==> src/rtl/alu_if.sv <==
// Execute-stage ALU bus: operand issue handshake plus registered result/flags.
interface alu_if #(
    parameter int WIDTH = 8
);
    logic             in_valid;
    logic             in_ready;
    logic [3:0]       op;
    logic [WIDTH-1:0] op_a;
    logic [WIDTH-1:0] op_b;
    logic             flags_clr;
    logic             out_valid;
    logic [WIDTH-1:0] result;
    logic [3:0]       flags;
    logic             busy;

    modport master (
        output in_valid, op, op_a, op_b, flags_clr,
        input  in_ready, out_valid, result, flags, busy
    );

    modport slave (
        input  in_valid, op, op_a, op_b, flags_clr,
        output in_ready, out_valid, result, flags, busy
    );
endinterface

==> src/rtl/pipelined_alu_core.sv <==
// Registered execute-stage ALU with persistent {Z,N,C,V} flags and an
// iterative shift-add multiplier that stalls the issuing stage.
module pipelined_alu_core #(
    parameter int WIDTH = 8
) (
    input  logic  clk,
    input  logic  rst,
    alu_if.slave  bus
);
    localparam int CNT_W = $clog2(WIDTH + 1);

    localparam logic [3:0] OP_ADD = 4'h0;
    localparam logic [3:0] OP_ADC = 4'h1;
    localparam logic [3:0] OP_SUB = 4'h2;
    localparam logic [3:0] OP_SBC = 4'h3;
    localparam logic [3:0] OP_INC = 4'h4;
    localparam logic [3:0] OP_DEC = 4'h5;
    localparam logic [3:0] OP_AND = 4'h6;
    localparam logic [3:0] OP_OR  = 4'h7;
    localparam logic [3:0] OP_XOR = 4'h8;
    localparam logic [3:0] OP_NOT = 4'h9;
    localparam logic [3:0] OP_SHL = 4'hA;
    localparam logic [3:0] OP_SHR = 4'hB;
    localparam logic [3:0] OP_MUL = 4'hC;

    typedef enum logic {
        IDLE,
        MUL_RUN
    } state_t;

    state_t             state_q, state_d;
    logic [CNT_W-1:0]   cnt_q;
    logic [2*WIDTH-1:0] mcand_q;
    logic [WIDTH-1:0]   mplier_q;
    logic [2*WIDTH-1:0] acc_q;
    logic [2*WIDTH-1:0] acc_next;
    logic [WIDTH-1:0]   result_q;
    logic [3:0]         flags_q;
    logic               out_valid_q;

    logic               accept;
    logic               mul_start;
    logic               mul_done;
    logic               mul_ovf;
    logic [WIDTH-1:0]   add_y;
    logic               add_cin;
    logic [WIDTH:0]     sum;
    logic [WIDTH-1:0]   alu_res;
    logic               alu_c;
    logic               alu_v;

    assign accept    = bus.in_valid && (state_q == IDLE);
    assign mul_start = accept && (bus.op == OP_MUL);
    assign mul_done  = (state_q == MUL_RUN) && (cnt_q == CNT_W'(WIDTH - 1));
    assign acc_next  = acc_q + (mplier_q[0] ? mcand_q : '0);
    assign mul_ovf   = |acc_next[2*WIDTH-1:WIDTH];

    assign bus.in_ready  = (state_q == IDLE);
    assign bus.busy      = (state_q == MUL_RUN);
    assign bus.out_valid = out_valid_q;
    assign bus.result    = result_q;
    assign bus.flags     = flags_q;

    // State register for the multiply sequencer.
    always_ff @(posedge clk or posedge rst) begin
        if (rst) state_q <= IDLE;
        else     state_q <= state_d;
    end

    // Next-state: enter MUL_RUN on a multiply accept, leave after the last iteration.
    always_comb begin
        state_d = state_q;
        case (state_q)
            IDLE:    if (mul_start) state_d = MUL_RUN;
            MUL_RUN: if (mul_done)  state_d = IDLE;
            default: state_d = IDLE;
        endcase
    end

    // Single-cycle datapath: one shared adder selects its second operand and carry-in per op.
    always_comb begin
        add_y   = '0;
        add_cin = 1'b0;
        alu_res = bus.op_a;
        alu_c   = 1'b0;
        alu_v   = 1'b0;
        case (bus.op)
            OP_ADD: begin add_y = bus.op_b;  add_cin = 1'b0;       end
            OP_ADC: begin add_y = bus.op_b;  add_cin = flags_q[1]; end
            OP_SUB: begin add_y = ~bus.op_b; add_cin = 1'b1;       end
            OP_SBC: begin add_y = ~bus.op_b; add_cin = flags_q[1]; end
            OP_INC: begin add_y = '0;        add_cin = 1'b1;       end
            OP_DEC: begin add_y = '1;        add_cin = 1'b0;       end
            default: ;
        endcase
        sum = {1'b0, bus.op_a} + {1'b0, add_y} + (WIDTH + 1)'(add_cin);
        case (bus.op)
            OP_ADD, OP_ADC, OP_SUB, OP_SBC, OP_INC, OP_DEC: begin
                alu_res = sum[WIDTH-1:0];
                alu_c   = sum[WIDTH];
                alu_v   = (bus.op_a[WIDTH-1] == add_y[WIDTH-1]) &&
                          (sum[WIDTH-1] != bus.op_a[WIDTH-1]);
            end
            OP_AND: alu_res = bus.op_a & bus.op_b;
            OP_OR:  alu_res = bus.op_a | bus.op_b;
            OP_XOR: alu_res = bus.op_a ^ bus.op_b;
            OP_NOT: alu_res = ~bus.op_a;
            OP_SHL: begin
                alu_res = {bus.op_a[WIDTH-2:0], 1'b0};
                alu_c   = bus.op_a[WIDTH-1];
            end
            OP_SHR: begin
                alu_res = {1'b0, bus.op_a[WIDTH-1:1]};
                alu_c   = bus.op_a[0];
            end
            default: alu_res = bus.op_a;
        endcase
    end

    // Multiply engine: latch operands on accept, then one shift-add step per clock.
    always_ff @(posedge clk or posedge rst) begin
        if (rst) begin
            cnt_q    <= '0;
            mcand_q  <= '0;
            mplier_q <= '0;
            acc_q    <= '0;
        end else if (mul_start) begin
            cnt_q    <= '0;
            mcand_q  <= {{WIDTH{1'b0}}, bus.op_a};
            mplier_q <= bus.op_b;
            acc_q    <= '0;
        end else if (state_q == MUL_RUN) begin
            cnt_q    <= cnt_q + CNT_W'(1);
            mcand_q  <= {mcand_q[2*WIDTH-2:0], 1'b0};
            mplier_q <= {1'b0, mplier_q[WIDTH-1:1]};
            acc_q    <= acc_next;
        end
    end

    // Output register: result write takes priority over a concurrent flags_clr.
    always_ff @(posedge clk or posedge rst) begin
        if (rst) begin
            out_valid_q <= 1'b0;
            result_q    <= '0;
            flags_q     <= '0;
        end else begin
            out_valid_q <= 1'b0;
            if (accept && (bus.op != OP_MUL)) begin
                out_valid_q <= 1'b1;
                result_q    <= alu_res;
                flags_q     <= {(alu_res == '0), alu_res[WIDTH-1], alu_c, alu_v};
            end else if (mul_done) begin
                out_valid_q <= 1'b1;
                result_q    <= acc_next[WIDTH-1:0];
                flags_q     <= {(acc_next[WIDTH-1:0] == '0), acc_next[WIDTH-1],
                                mul_ovf, mul_ovf};
            end else if (bus.flags_clr) begin
                flags_q     <= '0;
            end
        end
    end
endmodule

==> src/flat_wrapper.sv <==
// flat-port wrapper written by rule: the top's interface ports become plain ports
module pipelined_alu_core_flat 
#(
    parameter int WIDTH = 8
)
  (clk, rst, bus_in_valid, bus_op, bus_op_a, bus_op_b, bus_flags_clr, bus_in_ready, bus_out_valid, bus_result, bus_flags, bus_busy);
  alu_if #(.WIDTH(WIDTH)) bus_i ();
  input  logic clk;
  input  logic rst;
  input wire logic [$bits(bus_i.in_valid)-1:0] bus_in_valid;
  input wire logic [$bits(bus_i.op)-1:0] bus_op;
  input wire logic [$bits(bus_i.op_a)-1:0] bus_op_a;
  input wire logic [$bits(bus_i.op_b)-1:0] bus_op_b;
  input wire logic [$bits(bus_i.flags_clr)-1:0] bus_flags_clr;
  output wire logic [$bits(bus_i.in_ready)-1:0] bus_in_ready;
  output wire logic [$bits(bus_i.out_valid)-1:0] bus_out_valid;
  output wire logic [$bits(bus_i.result)-1:0] bus_result;
  output wire logic [$bits(bus_i.flags)-1:0] bus_flags;
  output wire logic [$bits(bus_i.busy)-1:0] bus_busy;
  assign bus_i.in_valid = bus_in_valid;
  assign bus_i.op = bus_op;
  assign bus_i.op_a = bus_op_a;
  assign bus_i.op_b = bus_op_b;
  assign bus_i.flags_clr = bus_flags_clr;
  assign bus_in_ready = bus_i.in_ready;
  assign bus_out_valid = bus_i.out_valid;
  assign bus_result = bus_i.result;
  assign bus_flags = bus_i.flags;
  assign bus_busy = bus_i.busy;
  pipelined_alu_core #(.WIDTH(WIDTH)) u_core (.clk(clk), .rst(rst), .bus(bus_i));
endmodule
==> config.mk <==
export PLATFORM = sky130hd
export DESIGN_NAME = pipelined_alu_core_flat
export DESIGN_NICKNAME = d
export VERILOG_FILES = /design/src/rtl/alu_if.sv /design/src/rtl/pipelined_alu_core.sv /design/src/flat_wrapper.sv
export SDC_FILE = /design/constraint.sdc
export NUM_CORES = 1
export LEC_CHECK = 0
export ABC_AREA = 1
export CORE_MARGIN = 1
export CORE_UTILIZATION = 55
export CTS_CLUSTER_DIAMETER = 120
export DETAILED_ROUTE_END_ITERATION = 8
export PLACE_DENSITY = 0.77
export RECOVER_POWER = 25
export SLEW_MARGIN = 20
export SYNTH_ARGS = -nofsm -noshare
export SYNTH_HDL_FRONTEND = slang
export SYNTH_SLANG_ARGS = --single-unit
==> constraint.sdc <==
create_clock -name clk -period 3.9 [get_ports clk]
set_input_delay 0.585 -clock clk [delete_from_list [all_inputs] [get_ports clk]]
set_output_delay 0.585 -clock clk [all_outputs]
set_load 0.05 [all_outputs]
==> results of run 1 <==
==> flip-flops by register name, summed over array words and instances (netlist names) <==
name,cells
u_core.acc_q,16
u_core.bus.busy,1
u_core.bus.flags,4
u_core.bus.out_valid,1
u_core.bus.result,8
u_core.cnt_q,4
u_core.mcand_q,16
u_core.mplier_q,8
==> worst max-delay path, stage by stage <==
cell	delay [ps]
clkdlybuf4s50_1	500
inv_1	160
nand2_1	80
nor2_1	150
inv_1	140
o21ai_0	100
a21oi_1	80
fa_1	440
fa_1	410
inv_1	110
nand3_1	120
nand3_1	80
nand2_1	60
nand3_1	80
nand2_1	60
nand2_1	90
nand2_1	60
nor2_1	80
nand3_1	70
nand3_1	90
==> path summary, 6_finish.rpt <==
check,endpoint,slack (ps),depth (start not counted)
min,u_core.bus.flags[2]$_DFFE_PP0P_,490,2
min in group asynchronous,u_core.acc_q[13]$_DFFE_PP0P_,1090,2
min reg2reg,u_core.bus.flags[2]$_DFFE_PP0P_,490,2
max in group asynchronous,u_core.acc_q[0]$_DFFE_PP0P_,1810,3
max,u_core.bus.flags[3]$_DFFE_PP0P_,620,20
max reg2reg,u_core.bus.flags[1]$_DFFE_PP0P_,1020,17
==> layer usage <==
metal | GRT usage [%] | part of all wire [%]
met3 | 5.98 | 7.1
met2 | 46.8 | 42
met4 | 11.8 | 3.1
met5 | 0 | 0
met1 | 43.6 | 47
==> per-stage QoR <==
step	cells	setup WS (ps)	utilization [%]
floorplan	746	1150	-
finish	893	617	65.9
detailed placement	877	336	63.5
global placement	877	402	63.5
global route	893	363	65.9
CTS	893	672	65.9
==> layout make-up <==
cell class / count / area share, %
clock inverter: 7 / 1.41
clock buffer: 9 / 2.25
sequential: 58 / 26.4
multi-input combinational: 540 / 51.1
inverter: 133 / 9.08
timing repair buffer: 41 / 7.33
tap: 105 / 2.39
==> logic make-up (layout without fill, tap and decap cells) <==
logic type               Yosys count  count (layout)  share of synthesized area, %
AO/OA/AOI/OAI                     90              90                          11.4
XOR/XNOR                           9               9                          1.63
adder cells (fa/ha/maj)           42              42                          11.4
buffers and inverters            148             190                          11.6
flip-flops                        58              58                          30.1
AND/OR/NAND/NOR                  399             399                          33.9
==> power by group <==
| part | total (W) | switching, W | internal [W] |
|---|---|---|---|
| Combinational | 0.00137 | 0.000900 | 0.000472 |
| Sequential | 0.00102 | 0.000189 | 0.000829 |
| Clock | 0.000575 | 0.000275 | 0.000299 |
==> placed cells by master, fill, tap and decap left out, types with 2 or more instances in the layout <==
| cell | n |
|---|---|
| clkbuf_8 | 9 |
| o21ai_0 | 36 |
| and2_1 | 3 |
| o211ai_1 | 14 |
| inv_1 | 129 |
| a22oi_1 | 4 |
| clkdlybuf4s50_1 | 37 |
| nand3_1 | 64 |
| o221ai_1 | 9 |
| ha_1 | 39 |
| xor2_1 | 7 |
| a21oi_1 | 15 |
| nor2_1 | 61 |
| inv_2 | 3 |
| nand4_1 | 7 |
| dfrtp_1 | 58 |
| fa_1 | 3 |
| buf_4 | 3 |
| o22ai_1 | 10 |
| xnor2_1 | 2 |
| nand2_1 | 250 |
| clkinv_4 | 3 |
| nor3_1 | 8 |
| nand3b_1 | 4 |
==> metrics.cfg, run 1 <==
[global_routing]
grt-ovfl-total=0
grt_max_degree=54
grtUsageTotal_pct=31.0
antenna_found_initial=0
first_global_vias=4496
grt_pass1_wl_mm=21.6

[placement]
place_area_um2=5300
gp_congestion=0.957
place_hpwl_mm=10.1
io_buffers=38

[sta]
period_minus_slack_ps=3280
fmax_mhz=305
setup_tns_ps=0
fin_crit_sh_pct=84.2
final_max_slew_viol_count=0
hold_slack_ps=488
worst_pin_slew_ps=1410
timing.final.setup_violations=0
rsz0062_at_grt=false
clock-skew-final_ps=13.1
slew_headroom_pct=5.86
final-hold-violation-count=0

[critical_path]
cp_max_fo=7
startpoint_type=input pin
crit_type=in -> reg
crit_arrival_ps=3550
rr_startpoint=u_core.mplier_q[0]$_DFFE_PP0P_
worstSetupEndpointType=register
crit_required_ps=4170
startpoint=bus_op[1]

[clocking]
max-clock-path-buffers=2
postCtsResizedCells=0
cts_root_buffer=clkbuf_8
htreeDepth=3
path_clk_slew_ps=80
clock_sink_count=58
cts_tree=yes
cts_setup_buffers=0
clk_latency_ps=340
numCtsBuffers=9
cts_hold_buffers=0

[route]
postRouteAntennaNets=0
dr.pass1.iters=5
drt-total-wl_mm=13.2
route.detailed.drc=0
vias=4869
vias_per_cell=5.45
drtIter0Drc=330
wl_per_cell_um=14.7

[cells_and_area]
multi_input_area_um2=2810
final_layout_size_suffix_gt1_share_pct=3.30
diodes=0
regArea_um2=1450
area_growth_pct=13.9
fillCellCount=749
fin_nets=849
final_area_um2=5500

[floorplan]
io_pins=39
die_width_um=95.7
die_h_um=95.7
core_um2=8340
design.die.area_um2=9150
fp-row-count=33
initial_utilization_pct=57.9

[logic_synthesis]
async_flop_share_pct=100
synth_edf_count=0
post-synth-top-count-cell=nand2_1
syn_inst=746
synth_ff_type=dfrtp_1
syn_nets=812
yosysSeqAreaShare_pct=30.1
synth_common_cells=250 x nand2_1, 129 x inv_1, 64 x nand3_1, 61 x nor2_1, 58 x dfrtp_1
syn_avg_cell_area_um2=6.47
synth_cell_types=29
synth_area_leader_cell=dfrtp_1
syn_area_um2=4830
synth.area.top_cells=dfrtp_1 30%, nand2_1 19%, ha_1 10%, inv_1 10%, nand3_1 6.6%
ys_warn_count=0
synth-seq-cells=58
synth_top_area_share_pct=30.1

[pwr]
peakVddDrop_mv=0.429
power.density_nw_per_um2=539
power_w=0.00296
p_leak_nw=3.06

[worst_hold_path]
hold_class=reg -> reg
hp-start=u_core.bus.flags[2]$_DFFE_PP0P_

[run]
drv_cap=0

[run_status]
status=finished, final reports clean

No activity file was read; power rests on OpenSTA's default activity.
==> run 2: changes to the inputs <==
==> constraint.sdc (replaced) <==
create_clock -name clk -period 3.1 [get_ports clk]
set_input_delay 0.465 -clock clk [delete_from_list [all_inputs] [get_ports clk]]
set_output_delay 0.465 -clock clk [all_outputs]
set_load 0.05 [all_outputs]
==> metrics.cfg, run 2 (synthesized netlist as in run 1, its figures left out) <==
[run_status]
status=finished, final reports clean  ; unchanged

[clocking]
htreeDepth=3  ; unchanged
numCtsBuffers=9  ; unchanged
cts_hold_buffers=0  ; unchanged
cts_setup_buffers=0  ; unchanged
clock_sink_count=58  ; unchanged
path_clk_slew_ps=70  ; was 80 ps
cts_root_buffer=clkbuf_8  ; unchanged
max-clock-path-buffers=2  ; unchanged
postCtsResizedCells=0  ; unchanged
clk_latency_ps=340  ; about the same
cts_tree=yes  ; unchanged

[floorplan]
initial_utilization_pct=57.9  ; unchanged
die_width_um=95.7  ; unchanged
io_pins=39  ; unchanged
design.die.area_um2=9150  ; unchanged
die_h_um=95.7  ; unchanged
fp-row-count=33  ; unchanged
core_um2=8340  ; unchanged

[worst_hold_path]
hold_depth=2  ; unchanged
hold_path_end=u_core.bus.result[0]$_DFFE_PP0P_  ; was u_core.bus.flags[2]$_DFFE_PP0P_
hp-start=u_core.bus.result[0]$_DFFE_PP0P_  ; was u_core.bus.flags[2]$_DFFE_PP0P_
hold_class=reg -> reg  ; unchanged

[critical_path]
startpoint_type=input pin  ; unchanged
slowest_delay_ps=470  ; was 500 ps
r2r_slack_ps=490  ; was 1020 ps
crit_arrival_ps=3140  ; was 3550 ps
r2r_cells=17  ; unchanged
crit_type=in -> reg  ; unchanged
slowest_stage=clkdlybuf4s50_1  ; unchanged
crit_chain=clkdlybuf4s50_1, inv_1, nand2_1, nor2_1, inv_1, o21ai_0, a21oi_1, fa_2, fa_1, inv_1, nand3_1, nand3_1, nand2_1, nand3_1, nand2_1, nand2_1, nand2_1, nor2_1, nand3_1, nand3_1  ; was clkdlybuf4s50_1, inv_1, nand2_1, nor2_1, inv_1, o21ai_0, a21oi_1, fa_1, fa_1, inv_1, nand3_1, nand3_1, nand2_1, nand3_1, nand2_1, nand2_1, nand2_1, nor2_1, nand3_1, nand3_1
crit_required_ps=3370  ; was 4170 ps
rr_startpoint=u_core.mplier_q[0]$_DFFE_PP0P_  ; unchanged
worst_r2r_endpoint=u_core.bus.flags[1]$_DFFE_PP0P_  ; unchanged
worstSetupEndpointType=register  ; unchanged
cp_max_fo=4  ; was 7

[sta]
timing.final.setup_violations=0  ; unchanged
rsz0062_at_grt=false  ; unchanged
setup_tns_ps=0  ; unchanged
clock-skew-final_ps=13.8  ; was 13.1 ps
period_minus_slack_ps=2860
fin_crit_sh_pct=92.4
fmax_mhz=349
worst_pin_slew_ps=1440  ; was 1410 ps
final-hold-violation-count=0  ; unchanged
slew_headroom_pct=4.22  ; was 5.86%
final_max_slew_viol_count=0  ; unchanged

[cells_and_area]
diodes=0  ; unchanged
fin_nets=884  ; was 849
final_layout_size_suffix_gt1_share_pct=7.53  ; was 3.30%
area_growth_pct=19.3  ; was 13.9%
layout_commonest_cell=nand2_1  ; unchanged
final_cell_mix=250 x nand2_1, 128 x inv_1, 64 x nand3_1  ; was 250 x nand2_1, 129 x inv_1, 64 x nand3_1
reg_top3=u_core.acc_q (16), u_core.mcand_q (16)  ; unchanged
fillCellCount=755  ; was 749

[route]
postRouteAntennaNets=0  ; unchanged
dr.pass1.iters=6  ; was 5
vias=5052  ; was 4869
wl_per_cell_um=14.8  ; was 14.7 µm
drtIter0Drc=437  ; was 330
drt-total-wl_mm=13.7  ; was 13.2 mm
route.detailed.drc=0  ; unchanged
vias_per_cell=5.44  ; was 5.45

[placement]
io_buffers=38  ; unchanged
place_hpwl_mm=10.8  ; was 10.1 mm
gp_congestion=0.977  ; was 0.957

[pwr]
power.density_nw_per_um2=664  ; was 539 nW/µm²
peakVddDrop_mv=0.547  ; was 0.429 mV
power_w=0.00383  ; was 0.00296 W
p_leak_nw=3.21  ; was 3.06 nW

[global_routing]
grt_pass1_wl_mm=22.8  ; was 21.6 mm
grt-ovfl-total=0  ; unchanged
first_global_vias=4765  ; was 4496
grt_max_degree=59  ; was 54
antenna_found_initial=0  ; unchanged
grtUsageTotal_pct=32.8  ; was 31.0%

[run]
drv_cap=0  ; unchanged

run 2: cell types whose count changed in the layout (fill, tap and decap cells not counted), sizes merged:
cell      before  now
clkinvlp       1    2
clkbuf         9   11
inv          133  131
buf            3   37
run 2: worst max-delay path: cells and delay by family:
kind            cells  cell delay, ps
compound gates      2             160
fa+ha+maj           2             780
buf+inv             4             760
simple gates       12             970
run 2: cell type report:
type	instances	area, µm²	share of cell area (%)
timing repair buffer	76	663	11.5
tap	105	131	2.28
multi-input combinational	540	2820	48.9
inverter	133	499	8.67
sequential	58	1450	25.2
clock inverter	6	67.6	1.17
clock buffer	10	128	2.22
run 2: through the flow:
stage          std cells  util, %  hold WS (ps)  area, µm²  setup slack, ps
2_1_floorplan        746        -           470       4830              467
3_3_place_gp         912     66.7           462       5560            -73.8
3_5_place_dp         912     66.7           467       5560             -137
4_1_cts              928     69.0           491       5760              207
5_1_grt              928     69.0           525       5760             14.7
6_report             928     69.0           488       5760              236
run 2: report_power, final:
part           switching [W]  internal (W)
combinational        0.00121      0.000663
sequential          0.000211       0.00104
clock               0.000328      0.000372
total                0.00175       0.00208
run 2: layer usage:
| layer | vias up | share of wire [%] | GRT usage (%) |
|---|---|---|---|
| li1 | 2512 | - | - |
| met1 | 2316 | 47 | 46.1 |
| met2 | 196 | 45 | 51.0 |
| met3 | 28 | 5.7 | 5.58 |
| met4 | 0 | 2.4 | 10.9 |
| met5 | - | 0 | 0 |
run 2: how the worst max path moves through the flow:
stage                         start                              end  slack, ps  cells past startpoint
after floorplan           bus_op[1]  u_core.bus.flags[3]$_DFFE_PP0P_        470                     18
after global placement    bus_op[3]  u_core.bus.flags[3]$_DFFE_PP0P_        -70                     19
after detailed placement  bus_op[3]  u_core.bus.flags[3]$_DFFE_PP0P_       -140                     19
after CTS                 bus_op[3]  u_core.bus.flags[3]$_DFFE_PP0P_        210                     19
after global routing      bus_op[3]  u_core.bus.flags[2]$_DFFE_PP0P_         10                     19
final                     bus_op[3]  u_core.bus.flags[3]$_DFFE_PP0P_        240                     20
==> run 3: changes to the inputs <==
--- a/config.mk
+++ b/config.mk
@@ -6,11 +6,11 @@
 export NUM_CORES = 1
 export LEC_CHECK = 0
 export ABC_AREA = 1
-export CORE_MARGIN = 1
 export CORE_UTILIZATION = 55
 export CTS_CLUSTER_DIAMETER = 120
 export DETAILED_ROUTE_END_ITERATION = 8
-export PLACE_DENSITY = 0.77
+export DONT_BUFFER_PORTS = 1
+export PLACE_DENSITY = 0.71
 export RECOVER_POWER = 25
 export SLEW_MARGIN = 20
 export SYNTH_ARGS = -nofsm -noshare
==> metrics.cfg, run 3 (synthesized netlist as in run 1, its figures left out) <==
[run_status]
status=finished, final reports clean  ; unchanged

[route]
drt-total-wl_mm=13.6  ; was 13.7 mm
postRouteAntennaNets=0  ; unchanged
drtIter0Drc=385  ; was 437
vias=4786  ; was 5052
vias_per_cell=5.55  ; was 5.44
dr.pass1.iters=5  ; was 6
met3_length_um=933  ; was 786 µm
wl_per_cell_um=15.8  ; was 14.8 µm
wl_met2_mm=5.98  ; was 6.16 mm
route.detailed.drc=0  ; unchanged
maxUsedRoutingLayer=met4  ; unchanged
met1Wirelength_mm=6.45  ; was 6.47 mm

[sta]
final_max_slew_viol_count=0  ; unchanged
timing.final.setup_violations=0  ; unchanged
slew_headroom_pct=18.2  ; was 4.22%
setup_tns_ps=0  ; unchanged
period_minus_slack_ps=2610  ; was 2860 ps
fin_crit_sh_pct=84.1  ; was 92.4%
fmax_mhz=384  ; was 349 MHz
worst_pin_slew_ps=1230  ; was 1440 ps
rsz0062_at_grt=false  ; unchanged
final-hold-violation-count=0  ; unchanged
clock-skew-final_ps=13.6  ; was 13.8 ps

[cells_and_area]
fin_nets=818  ; was 884
final_cell_mix=250 x nand2_1, 129 x inv_1, 64 x nand3_1  ; was 250 x nand2_1, 128 x inv_1, 64 x nand3_1
area_growth_pct=7.52  ; was 19.3%
final_layout_size_suffix_gt1_share_pct=4.23  ; was 7.53%
reg_top3=u_core.acc_q (16), u_core.mcand_q (16)  ; unchanged
layout_commonest_cell=nand2_1  ; unchanged
final_area_um2=5190  ; was 5760 µm²
finalNonFillerCells=862  ; was 928
diodes=0  ; unchanged

[critical_path]
startpoint_type=input pin  ; unchanged
critPathTopFamily=simple AND/OR/NAND/NOR gates  ; unchanged
crit_required_ps=3370  ; about the same
crit_buf_inv=3  ; was 4
slowest_stage=fa_1  ; was clkdlybuf4s50_1
crit_type=in -> reg  ; unchanged
cp_max_fo=7  ; was 4
crit_arrival_ps=2870  ; was 3140 ps
slowest_delay_ps=450  ; was 470 ps
worstSetupEndpointType=register  ; unchanged
crit_chain=inv_1, nand2_1, nor2_1, inv_1, o21ai_0, a21oi_1, fa_1, fa_1, inv_1, nand3_1, nand3_1, nand2_1, nand3_1, nand2_1, nand2_1, nand2_1, nor2_1, nand3_1, nand3_1  ; was clkdlybuf4s50_1, inv_1, nand2_1, nor2_1, inv_1, o21ai_0, a21oi_1, fa_2, fa_1, inv_1, nand3_1, nand3_1, nand2_1, nand3_1, nand2_1, nand2_1, nand2_1, nor2_1, nand3_1, nand3_1

[clocking]
numCtsBuffers=9  ; unchanged
clk_latency_ps=330  ; was 340 ps
cts_hold_buffers=0  ; unchanged
path_clk_slew_ps=70  ; about the same
cts_setup_buffers=0  ; unchanged
max-clock-path-buffers=2  ; unchanged
cts_root_buffer=clkbuf_8  ; unchanged
clock_sink_count=58  ; unchanged
postCtsResizedCells=0  ; unchanged
htreeDepth=3  ; unchanged
cts_tree=yes  ; unchanged

[global_routing]
grtUsageTotal_pct=31.9  ; was 32.8%
grt-ovfl-total=0  ; unchanged
antenna_found_initial=0  ; unchanged
grt_pass1_wl_mm=21.9  ; was 22.8 mm
grt_max_degree=34  ; was 59
first_global_vias=4474  ; was 4765

[floorplan]
die_h_um=95.7  ; unchanged
core_um2=8340  ; unchanged
initial_utilization_pct=57.9  ; unchanged
fp-row-count=33  ; unchanged
io_pins=39  ; unchanged
design.die.area_um2=9150  ; unchanged
die_width_um=95.7  ; unchanged

[placement]
place_area_um2=4970  ; was 5560 µm²
io_buffers=0  ; was 38
place_inst=846  ; was 912
gp_congestion=1.02  ; was 0.977
place_hpwl_mm=10.7  ; was 10.8 mm

[worst_hold_path]
hold_class=in -> reg  ; was reg -> reg

[pwr]
power.density_nw_per_um2=705  ; was 664 nW/µm²
peakVddDrop_mv=0.598  ; was 0.547 mV
p_leak_nw=2.95  ; was 3.21 nW

[run]
drv_cap=0  ; unchanged

-- run 3: cell type report --
cell class	count	area (µm²)
fillers	804	3150
multi-input cells	540	2810
inverters	133	499
well taps	105	131
flip-flops and latches	58	1450
repair buffers	10	75.1
clock inverters	5	77.6
clock buffers	11	141
-- run 3: path summary, 6_finish.rpt --
check	startpoint	to	slack, ps	cells after the start
worst max-delay path	bus_op[1]	u_core.bus.flags[3]$_DFFE_PP0P_	490	19
worst min-delay path	bus_op_b[1]	u_core.mplier_q[1]$_DFFE_PP0P_	300	2
worst max register to register	u_core.mplier_q[0]$_DFFE_PP0P_	u_core.bus.flags[0]$_DFFE_PP0P_	560	17
worst min register to register	u_core.acc_q[6]$_DFFE_PP0P_	u_core.acc_q[6]$_DFFE_PP0P_	520	2
max in group asynchronous	rst	u_core.acc_q[4]$_DFFE_PP0P_	1750	2
min in group asynchronous	rst	u_core.mcand_q[13]$_DFFE_PP0P_	350	1
-- run 3: metrics by stage --
step | hold slack [ps] | worst slack [ps] | util (%) | total power [W]
after floorplan | 470 | 467 | - | 0.00248
after global placement | 475 | 270 | 59.6 | 0.00283
after detailed placement | 484 | 204 | 59.6 | 0.00287
after CTS | 125 | 551 | 62.2 | 0.00365
after global routing | 290 | 246 | 62.2 | 0.00391
final | 300 | 494 | 62.2 | 0.00366
-- run 3: routing by layer --
layer | global-route usage (%) | up-vias
met5 | 0 | -
met4 | 8.08 | 0
met3 | 5.66 | 21
met2 | 50.5 | 186
met1 | 44.8 | 2195
li1 | - | 2384
-- run 3: report_power, final --
group          switching, W  internal, W  total, W
Clock              0.000306     0.000472  0.000778
Sequential         0.000403      0.00104   0.00144
Combinational      0.000961     0.000477   0.00144
Total               0.00167      0.00199   0.00366
